$ cat config.mk
export PLATFORM = sky130hd
export DESIGN_NAME = muldiv_unit_flat
export DESIGN_NICKNAME = d
export VERILOG_FILES = /design/src/rtl/muldiv_unit_if.sv /design/src/rtl/muldiv_unit.sv /design/src/flat_wrapper.sv
export SDC_FILE = /design/constraint.sdc
export NUM_CORES = 1
export LEC_CHECK = 0
export BUFFER_PORTS_ARGS = -buffer_cell sky130_fd_sc_hd__buf_2
export CAP_MARGIN = 25
export CORE_ASPECT_RATIO = 1.5
export CORE_MARGIN = 2
export CORE_UTILIZATION = 62
export DETAILED_ROUTE_END_ITERATION = 8
export HOLD_SLACK_MARGIN = 0.05
export PLACE_DENSITY_LB_ADDON = 0.12
export SYNTH_ARGS = -nofsm -noshare
export SYNTH_HDL_FRONTEND = slang
export SYNTH_SLANG_ARGS = --single-unit
export TNS_END_PERCENT = 5
$ cat constraint.sdc
create_clock -name clk -period 9.06 [get_ports clk]
set_clock_uncertainty 0.2 [all_clocks]
set_input_delay 0.906 -clock clk [delete_from_list [all_inputs] [get_ports clk]]
set_output_delay 0.906 -clock clk [all_outputs]
set_load 0.01 [all_outputs]
$ cat src/rtl/muldiv_unit_if.sv
// Handshake and result bundle between the EX-stage controller and the multiply/divide unit.
// The master drives the request; the slave returns status and the HI/LO registers.
interface muldiv_unit_if #(
  parameter int unsigned WIDTH = 32
);
  logic             start;
  logic [1:0]       op;
  logic [WIDTH-1:0] a;
  logic [WIDTH-1:0] b;
  logic             busy;
  logic             done;
  logic             div_by_zero;
  logic [WIDTH-1:0] hi;
  logic [WIDTH-1:0] lo;

  modport master (
    output start, op, a, b,
    input  busy, done, div_by_zero, hi, lo
  );

  modport slave (
    input  start, op, a, b,
    output busy, done, div_by_zero, hi, lo
  );
endinterface

$ cat src/rtl/muldiv_unit.sv
// Iterative MULT/MULTU/DIV/DIVU unit: one shift-add or restoring-divide step per cycle on
// operand magnitudes, then one sign-fix cycle that writes HI/LO and pulses done.
module muldiv_unit #(
  parameter int unsigned WIDTH = 32,
  parameter int unsigned ITER  = 32
) (
  input logic           clk,
  input logic           reset,
  muldiv_unit_if.slave  mdu
);
  localparam int unsigned CntW = $clog2(ITER);

  typedef enum logic [1:0] {StIdle, StRun, StFix} state_e;

  state_e           state_q;
  logic [CntW-1:0]  count_q;
  logic             is_div_q, sign_a_q, sign_b_q, b_zero_q;
  logic [WIDTH-1:0] a_q, opnd_q, acc_hi_q, acc_lo_q;
  logic             busy_q, done_q, dbz_q;
  logic [WIDTH-1:0] hi_q, lo_q;

  logic [WIDTH-1:0]   a_mag, b_mag, div_sub, quo_fix, rem_fix;
  logic [WIDTH:0]     mul_sum, rem_sh;
  logic               div_ge;
  logic [2*WIDTH-1:0] prod, prod_fix;

  // op[0] marks the signed variants (MULT, DIV).
  always_comb begin
    a_mag    = (mdu.op[0] && mdu.a[WIDTH-1]) ? -mdu.a : mdu.a;
    b_mag    = (mdu.op[0] && mdu.b[WIDTH-1]) ? -mdu.b : mdu.b;
    mul_sum  = {1'b0, acc_hi_q} + {1'b0, (acc_lo_q[0] ? opnd_q : '0)};
    rem_sh   = {acc_hi_q, acc_lo_q[WIDTH-1]};
    div_ge   = rem_sh >= {1'b0, opnd_q};
    // The restored remainder is always below the divisor, so the low bits suffice.
    div_sub  = rem_sh[WIDTH-1:0] - opnd_q;
    prod     = {acc_hi_q, acc_lo_q};
    prod_fix = (sign_a_q ^ sign_b_q) ? -prod : prod;
    quo_fix  = (sign_a_q ^ sign_b_q) ? -acc_lo_q : acc_lo_q;
    rem_fix  = sign_a_q ? -acc_hi_q : acc_hi_q;
  end

  always_ff @(posedge clk or posedge reset) begin
    if (reset) begin
      state_q  <= StIdle;
      count_q  <= '0;
      is_div_q <= 1'b0;
      sign_a_q <= 1'b0;
      sign_b_q <= 1'b0;
      b_zero_q <= 1'b0;
      a_q      <= '0;
      opnd_q   <= '0;
      acc_hi_q <= '0;
      acc_lo_q <= '0;
      busy_q   <= 1'b0;
      done_q   <= 1'b0;
      dbz_q    <= 1'b0;
      hi_q     <= '0;
      lo_q     <= '0;
    end else begin
      done_q <= 1'b0;
      dbz_q  <= 1'b0;
      unique case (state_q)
        StIdle: begin
          if (mdu.start) begin
            is_div_q <= mdu.op[1];
            sign_a_q <= mdu.op[0] & mdu.a[WIDTH-1];
            sign_b_q <= mdu.op[0] & mdu.b[WIDTH-1];
            b_zero_q <= (mdu.b == '0);
            a_q      <= mdu.a;
            opnd_q   <= b_mag;
            acc_hi_q <= '0;
            acc_lo_q <= a_mag;
            count_q  <= '0;
            busy_q   <= 1'b1;
            state_q  <= StRun;
          end
        end
        StRun: begin
          if (is_div_q) begin
            acc_hi_q <= div_ge ? div_sub : rem_sh[WIDTH-1:0];
            acc_lo_q <= {acc_lo_q[WIDTH-2:0], div_ge};
          end else begin
            acc_hi_q <= mul_sum[WIDTH:1];
            acc_lo_q <= {mul_sum[0], acc_lo_q[WIDTH-1:1]};
          end
          count_q <= count_q + 1'b1;
          if (count_q == CntW'(ITER - 1)) state_q <= StFix;
        end
        StFix: begin
          if (!is_div_q) begin
            {hi_q, lo_q} <= prod_fix;
          end else if (b_zero_q) begin
            hi_q  <= a_q;
            lo_q  <= '1;
            dbz_q <= 1'b1;
          end else begin
            hi_q <= rem_fix;
            lo_q <= quo_fix;
          end
          done_q  <= 1'b1;
          busy_q  <= 1'b0;
          state_q <= StIdle;
        end
        default: state_q <= StIdle;
      endcase
    end
  end

  assign mdu.busy        = busy_q;
  assign mdu.done        = done_q;
  assign mdu.div_by_zero = dbz_q;
  assign mdu.hi          = hi_q;
  assign mdu.lo          = lo_q;
endmodule
$ cat src/flat_wrapper.sv
// flat-port wrapper written by rule: the top's interface ports become plain ports
module muldiv_unit_flat 
#(
  parameter int unsigned WIDTH = 32,
  parameter int unsigned ITER  = 32
)
  (clk, reset, mdu_start, mdu_op, mdu_a, mdu_b, mdu_busy, mdu_done, mdu_div_by_zero, mdu_hi, mdu_lo);
  muldiv_unit_if #(.WIDTH(WIDTH)) mdu_i ();
  input logic clk;
  input logic reset;
  input wire logic [$bits(mdu_i.start)-1:0] mdu_start;
  input wire logic [$bits(mdu_i.op)-1:0] mdu_op;
  input wire logic [$bits(mdu_i.a)-1:0] mdu_a;
  input wire logic [$bits(mdu_i.b)-1:0] mdu_b;
  output wire logic [$bits(mdu_i.busy)-1:0] mdu_busy;
  output wire logic [$bits(mdu_i.done)-1:0] mdu_done;
  output wire logic [$bits(mdu_i.div_by_zero)-1:0] mdu_div_by_zero;
  output wire logic [$bits(mdu_i.hi)-1:0] mdu_hi;
  output wire logic [$bits(mdu_i.lo)-1:0] mdu_lo;
  assign mdu_i.start = mdu_start;
  assign mdu_i.op = mdu_op;
  assign mdu_i.a = mdu_a;
  assign mdu_i.b = mdu_b;
  assign mdu_busy = mdu_i.busy;
  assign mdu_done = mdu_i.done;
  assign mdu_div_by_zero = mdu_i.div_by_zero;
  assign mdu_hi = mdu_i.hi;
  assign mdu_lo = mdu_i.lo;
  muldiv_unit #(.WIDTH(WIDTH), .ITER(ITER)) u_core (.clk(clk), .reset(reset), .mdu(mdu_i));
endmodule
After elaboration in Yosys (flattened, before gate mapping). Index checks and enable logic that the tools add are counted.

Add/sub/neg operators: 8. $lt $le $gt $ge: 1. Equality and inequality tests: 5. Multiplexer cells: 28. Bitwise gates (word level): 3. Reduce and logical (&&, ||, !) cells: 10.

Operators with widths (number): 32-bit 2-to-1 mux (14); 32-bit negation (4); 32-bit case mux with 2 select lines (2); 64-bit 2-to-1 mux (1); 64-bit negation (1); 32-bit by 32-bit adder with 33-bit output (1); 33-bit by 32-bit >= comparator with 1-bit output (1); 32-bit zero test (1); 32-bit subtractor (1); 5-bit case mux with 2 select lines (1); 2-bit AND reduction (4); 5-bit by 1-bit adder with 5-bit output, second input constant (1); 5-bit equality test, second input constant (1); 1-bit 2-to-1 mux (5); 5-bit 2-to-1 mux (1); 2-bit 2-to-1 mux (2); 2-bit case mux with 2 select lines (1); 2-bit nonzero test (2); 1-bit AND (2); 2-bit by 1-bit equality test with 1-bit output, second input constant (1); 2-bit equality test, second input constant (1); 1-bit logical AND (2); 2-bit zero test (1); 2-bit by 1-bit inequality test with 1-bit output, second input constant (1); other kinds (3) (3).

Register bits after elaboration: 206. Logic and storage cells: 70.

Logic depth before layout (Yosys ltp).
Word-level depth: 4. Mapped depth: 14. Gate-level depth less buffers: 13.

Least setup slack after synthesis. Ideal clock, no wire load.

Path type: reg-to-reg. Start: reg u_core.acc_lo_q[0]. End: reg u_core.acc_hi_q[25]. Library setup time: 0.126 ns. Arrival time: 3.232 ns. Data required time: 8.734 ns. Path slack: 5.502 ns. Stages on the path, launching flop included: 14. Path buffers: 1. Clock period less this slack: 3.558 ns. Cell sequence: dfrtp_1 inv_1 clkbuf_1 nor2_1 ha_1 a21oi_1 nand2b_1 a31oi_1 o311ai_0 a31o_2 o21ai_0 a211oi_1 xnor2_1 a221o_1.

Longest elaborated chain between the ends: 4.

RTL lines: start, declared (line muldiv_unit.sv:18) `logic [WIDTH-1:0] a_q, opnd_q, acc_hi_q, acc_lo_q;`; start signal, assigned (line muldiv_unit.sv:72) `acc_lo_q <= a_mag;`; start signal, assigned (line muldiv_unit.sv:81) `acc_lo_q <= {acc_lo_q[WIDTH-2:0], div_ge};`; start signal, assigned (line muldiv_unit.sv:84) `acc_lo_q <= {mul_sum[0], acc_lo_q[WIDTH-1:1]};`; 32-bit 2-to-1 mux (line muldiv_unit.sv:31) `mul_sum = {1'b0, acc_hi_q} + {1'b0, (acc_lo_q[0] ? opnd_q : '0)};`; 32-bit by 32-bit adder with 33-bit output (line muldiv_unit.sv:31); 32-bit 2-to-1 mux (line muldiv_unit.sv:79) `if (is_div_q) begin`; 32-bit case mux with 2 select lines (line muldiv_unit.sv:62) `unique case (state_q)`; end signal, assigned (line muldiv_unit.sv:80) `acc_hi_q <= div_ge ? div_sub : rem_sh[WIDTH-1:0];`; end signal, assigned (line muldiv_unit.sv:83) `acc_hi_q <= mul_sum[WIDTH:1];`; end, declared (line muldiv_unit.sv:18).

No other way between the ends. A chain may end at the register's enable or synchronous reset.

Final worst setup path. Same ends and word-level chain as after synthesis.

==> reports/metrics.yaml <==
cts:
  cts.sinks: 206
  clock_latency_ps: 550
  post_cts_resized: 0
  clk_pin_slew_ps: 60
  hold_buffers: 0
  cts_setup_buffers: 0
  cts_root_buf: "clkbuf_16"
  cts_buffers: 23
  clockBufferDepth: 3
  cts_tree: "done"
  htree_num_levels: 1
global_routing:
  grt_pass1_vias: 15000
  globalRouteTotalUtil: 0.353
  grt_pass1_wl_um: 77000
  grt_max_degree: 113
  antenna_found_initial: 0
  overflow: 0
logic_synthesis:
  ys.flop_type: "dfrtp_1"
  synth.avg_cell_area_um2: 7.79
  synth_nets: 2200
  synth_area_um2: 16000
  synth-edff-count: 0
  ys_ff_latch: 206
  synth-async-reset-ratio: 1.00
  synth_seq_area_share: 0.321
  syn_inst: 2059
  synth_area_leader_cell: "dfrtp_1"
  synth_cell_types: 74
  yosysTopAreaCellShare: 0.321
  ys.warnings.count: 0
  ys_top_cells_by_area: "dfrtp_1 32%, nand2_1 7.2%, o21ai_0 7.0%"
route:
  drtIter0Drc: 1009
  vias: 15200
  vias_per_cell: 6.21
  drt_pass1_iterations: 5
  detail-route-antenna-nets: 0
  wl_per_cell_um: 19.8
  wl_um: 48400
  remaining_drc_errors: 0
timing:
  worstMarginPinSlew_ps: 1010
  hold_viol: 0
  finalSetupTns_ps: 0
  setup_slack_ps: 4820
  maxSlewHeadroom: 0.325
  max_freq_ghz: 0.236
  post-route-period-util: 0.468
  period_needed_ps: 4240
  rsz0062_at_grt: "false"
  slew_violations: 0
  finalSetupViolCount: 0
setup_path:
  startpoint: "u_core.acc_lo_q[0]"
  critical_path.cell_chain: "inv_1, buf_16, nor2_1, ha_1, nor2b_1, o2111ai_1, a31oi_1, o311ai_0, a31o_2, o21ai_0, a211oi_1, xnor2_1, a221o_1"
  r2r_cells: 13
  cp_top_family: "compound AO/OA/AOI/OAI gates"
  path_buf_inv: 2
  startpoint_type: "flop"
  rr_endpoint: "u_core.acc_hi_q[25]"
  r2r_slack_ps: 4820
  worst_ep_required_time_ps: 9270
  critPathArrivalTime_ps: 4450
  max_stage_delay_ps: 700
  cp_num_cells: 13
  end_kind: "flop"
  worstSetupPathType: "flop to flop"
  worstReg2RegStart: "u_core.acc_lo_q[0]"
  slowest_stage: "o311ai_0"
  critPathMaxFanout: 31
floorplan:
  core_um2: 25600
  row_count: 72
  num_io_pins: 136
  die_height_um: 201
  dieArea_um2: 27200
  start_util: 0.627
  die_w_um: 135
placed_design:
  hpwl_um: 35600
  gp_congestion: 0.992
  dp_slack_ps: 4370
  port_buffers: 135
final_layout:
  seqCellArea_um2: 5160
  nets: 2239
  multi_input_area_um2: 10100
  fill_cells: 2127
  drive_gt1_frac: 0.109
  n_antenna_cell: 0
  area_growth_pct: 10.2
power:
  power_w: 0.00774
  power_leakage_nw: 7.94
  ir_drop_mv: 0.403
  power_per_cell_area_nw_per_um2: 438
job:
  cap_violations: 0
run_status:
  status: "finished, final reports clean"
min_path:
  min_path_type: "primary input to async pin"
==> routing by layer <==
layer / vias to the layer above / GRT usage / wire, um
met2: 539 / 0.642 / 25000
met3: 163 / 0.0404 / 2300
met5: - / 0 / 0
met1: 7217 / 0.394 / 18300
li1: 7294 / - / -
met4: 0 / 0.197 / 2800
==> sequential cells by signal (all words and copies together) (netlist names) <==
signal                  cells
u_core.state_q              2
u_core.sign_a_q             1
u_core.sign_b_q             1
u_core.b_zero_q             1
u_core.is_div_q             1
u_core.acc_hi_q            32
u_core.count_q              5
u_core.mdu.div_by_zero      1
u_core.a_q                 32
u_core.mdu.busy             1
u_core.acc_lo_q            32
u_core.mdu.done             1
u_core.opnd_q              32
u_core.mdu.hi              32
u_core.mdu.lo              32
==> synthesized netlist by cell type, types with 5 or more instances <==
master / number
a211oi_1: 11
a21o_1: 27
a21oi_1: 167
a22oi_1: 24
a31o_2: 5
a31oi_1: 13
and2_1: 11
and3_1: 9
buf_1: 10
clkbuf_1: 125
dfrtp_1: 206
ha_1: 70
inv_1: 76
mux2i_1: 66
nand2_1: 307
nand2b_1: 14
nand3_1: 35
nand4_1: 18
nor2_1: 181
nor2b_1: 9
nor3_1: 37
nor4_1: 18
o2111ai_1: 5
o211ai_1: 17
o21a_1: 11
o21ai_0: 225
o21ai_1: 10
o21bai_1: 12
o221ai_1: 13
o31ai_1: 17
o41ai_1: 14
or2_2: 6
or3_1: 22
or4_1: 9
xnor2_1: 103
xor2_1: 91
==> placed cells by master (no fill, tap or decap), types with 17 or more instances in the layout <==
cell type	instances
a21o_1	27
a21oi_1	167
a22oi_1	24
buf_2	135
buf_4	18
clkbuf_16	23
dfrtp_1	205
ha_1	70
inv_1	75
mux2i_1	66
nand2_1	307
nand3_1	35
nand4_1	18
nor2_1	179
nor3_1	37
nor4_1	18
o211ai_1	17
o21ai_0	225
o31ai_1	17
or3_1	22
xnor2_1	102
xor2_1	90
==> power by group <==
group          switching, W  internal (W)  total [W]
combinational       0.00278       0.00196    0.00474
clock              0.000406      0.000635    0.00104
sequential         0.000607       0.00135    0.00196
==> stage by stage <==
stage,hold slack (ps),area (um2),std cells,utilization
finish,264,17700,2448,0.691
detailed placement,264,16800,2404,0.656
global placement,255,16800,2404,0.656
CTS,282,17600,2446,0.689
global route,299,17700,2448,0.691
floorplan,240,16000,2059,-
==> cell families after synthesis <==
family	Yosys count	synth area share
buf+inv	218	0.0518
flops	206	0.321
fa+ha+maj	72	0.0571
compound gates	602	0.224
xor+xnor	194	0.106
simple gates	701	0.198
mux	66	0.0412
==> cell type report <==
cell class,instances,share of cell area
inverter,77,0.0168
clock inverter,14,0.0119
clock buffer,28,0.0353
timing repair buffer,155,0.0490
tap,333,0.0236
multi-input combinational,1635,0.572
sequential,206,0.292
==> worst reg2reg max path, cell delays in order (launching register included) <==
cell and delay [ps]:
dfrtp_1 520, inv_1 190, buf_16 200, nor2_1 130, ha_1 280, nor2b_1 160
o2111ai_1 280, a31oi_1 170, o311ai_0 710, a31o_2 310, o21ai_0 240, a211oi_1 310
xnor2_1 90, a221o_1 320
==> how the worst max path moves through the flow <==
stage / to / slack, ps
floorplan: u_core.a_q[0] / 2330
global placement: u_core.acc_hi_q[25] / 4550
detailed placement: u_core.acc_hi_q[25] / 4370
CTS: u_core.acc_hi_q[25] / 4340
global route: u_core.acc_hi_q[25] / 4520
finish: u_core.acc_hi_q[25] / 4820
No activity file was read; power rests on OpenSTA's default activity.
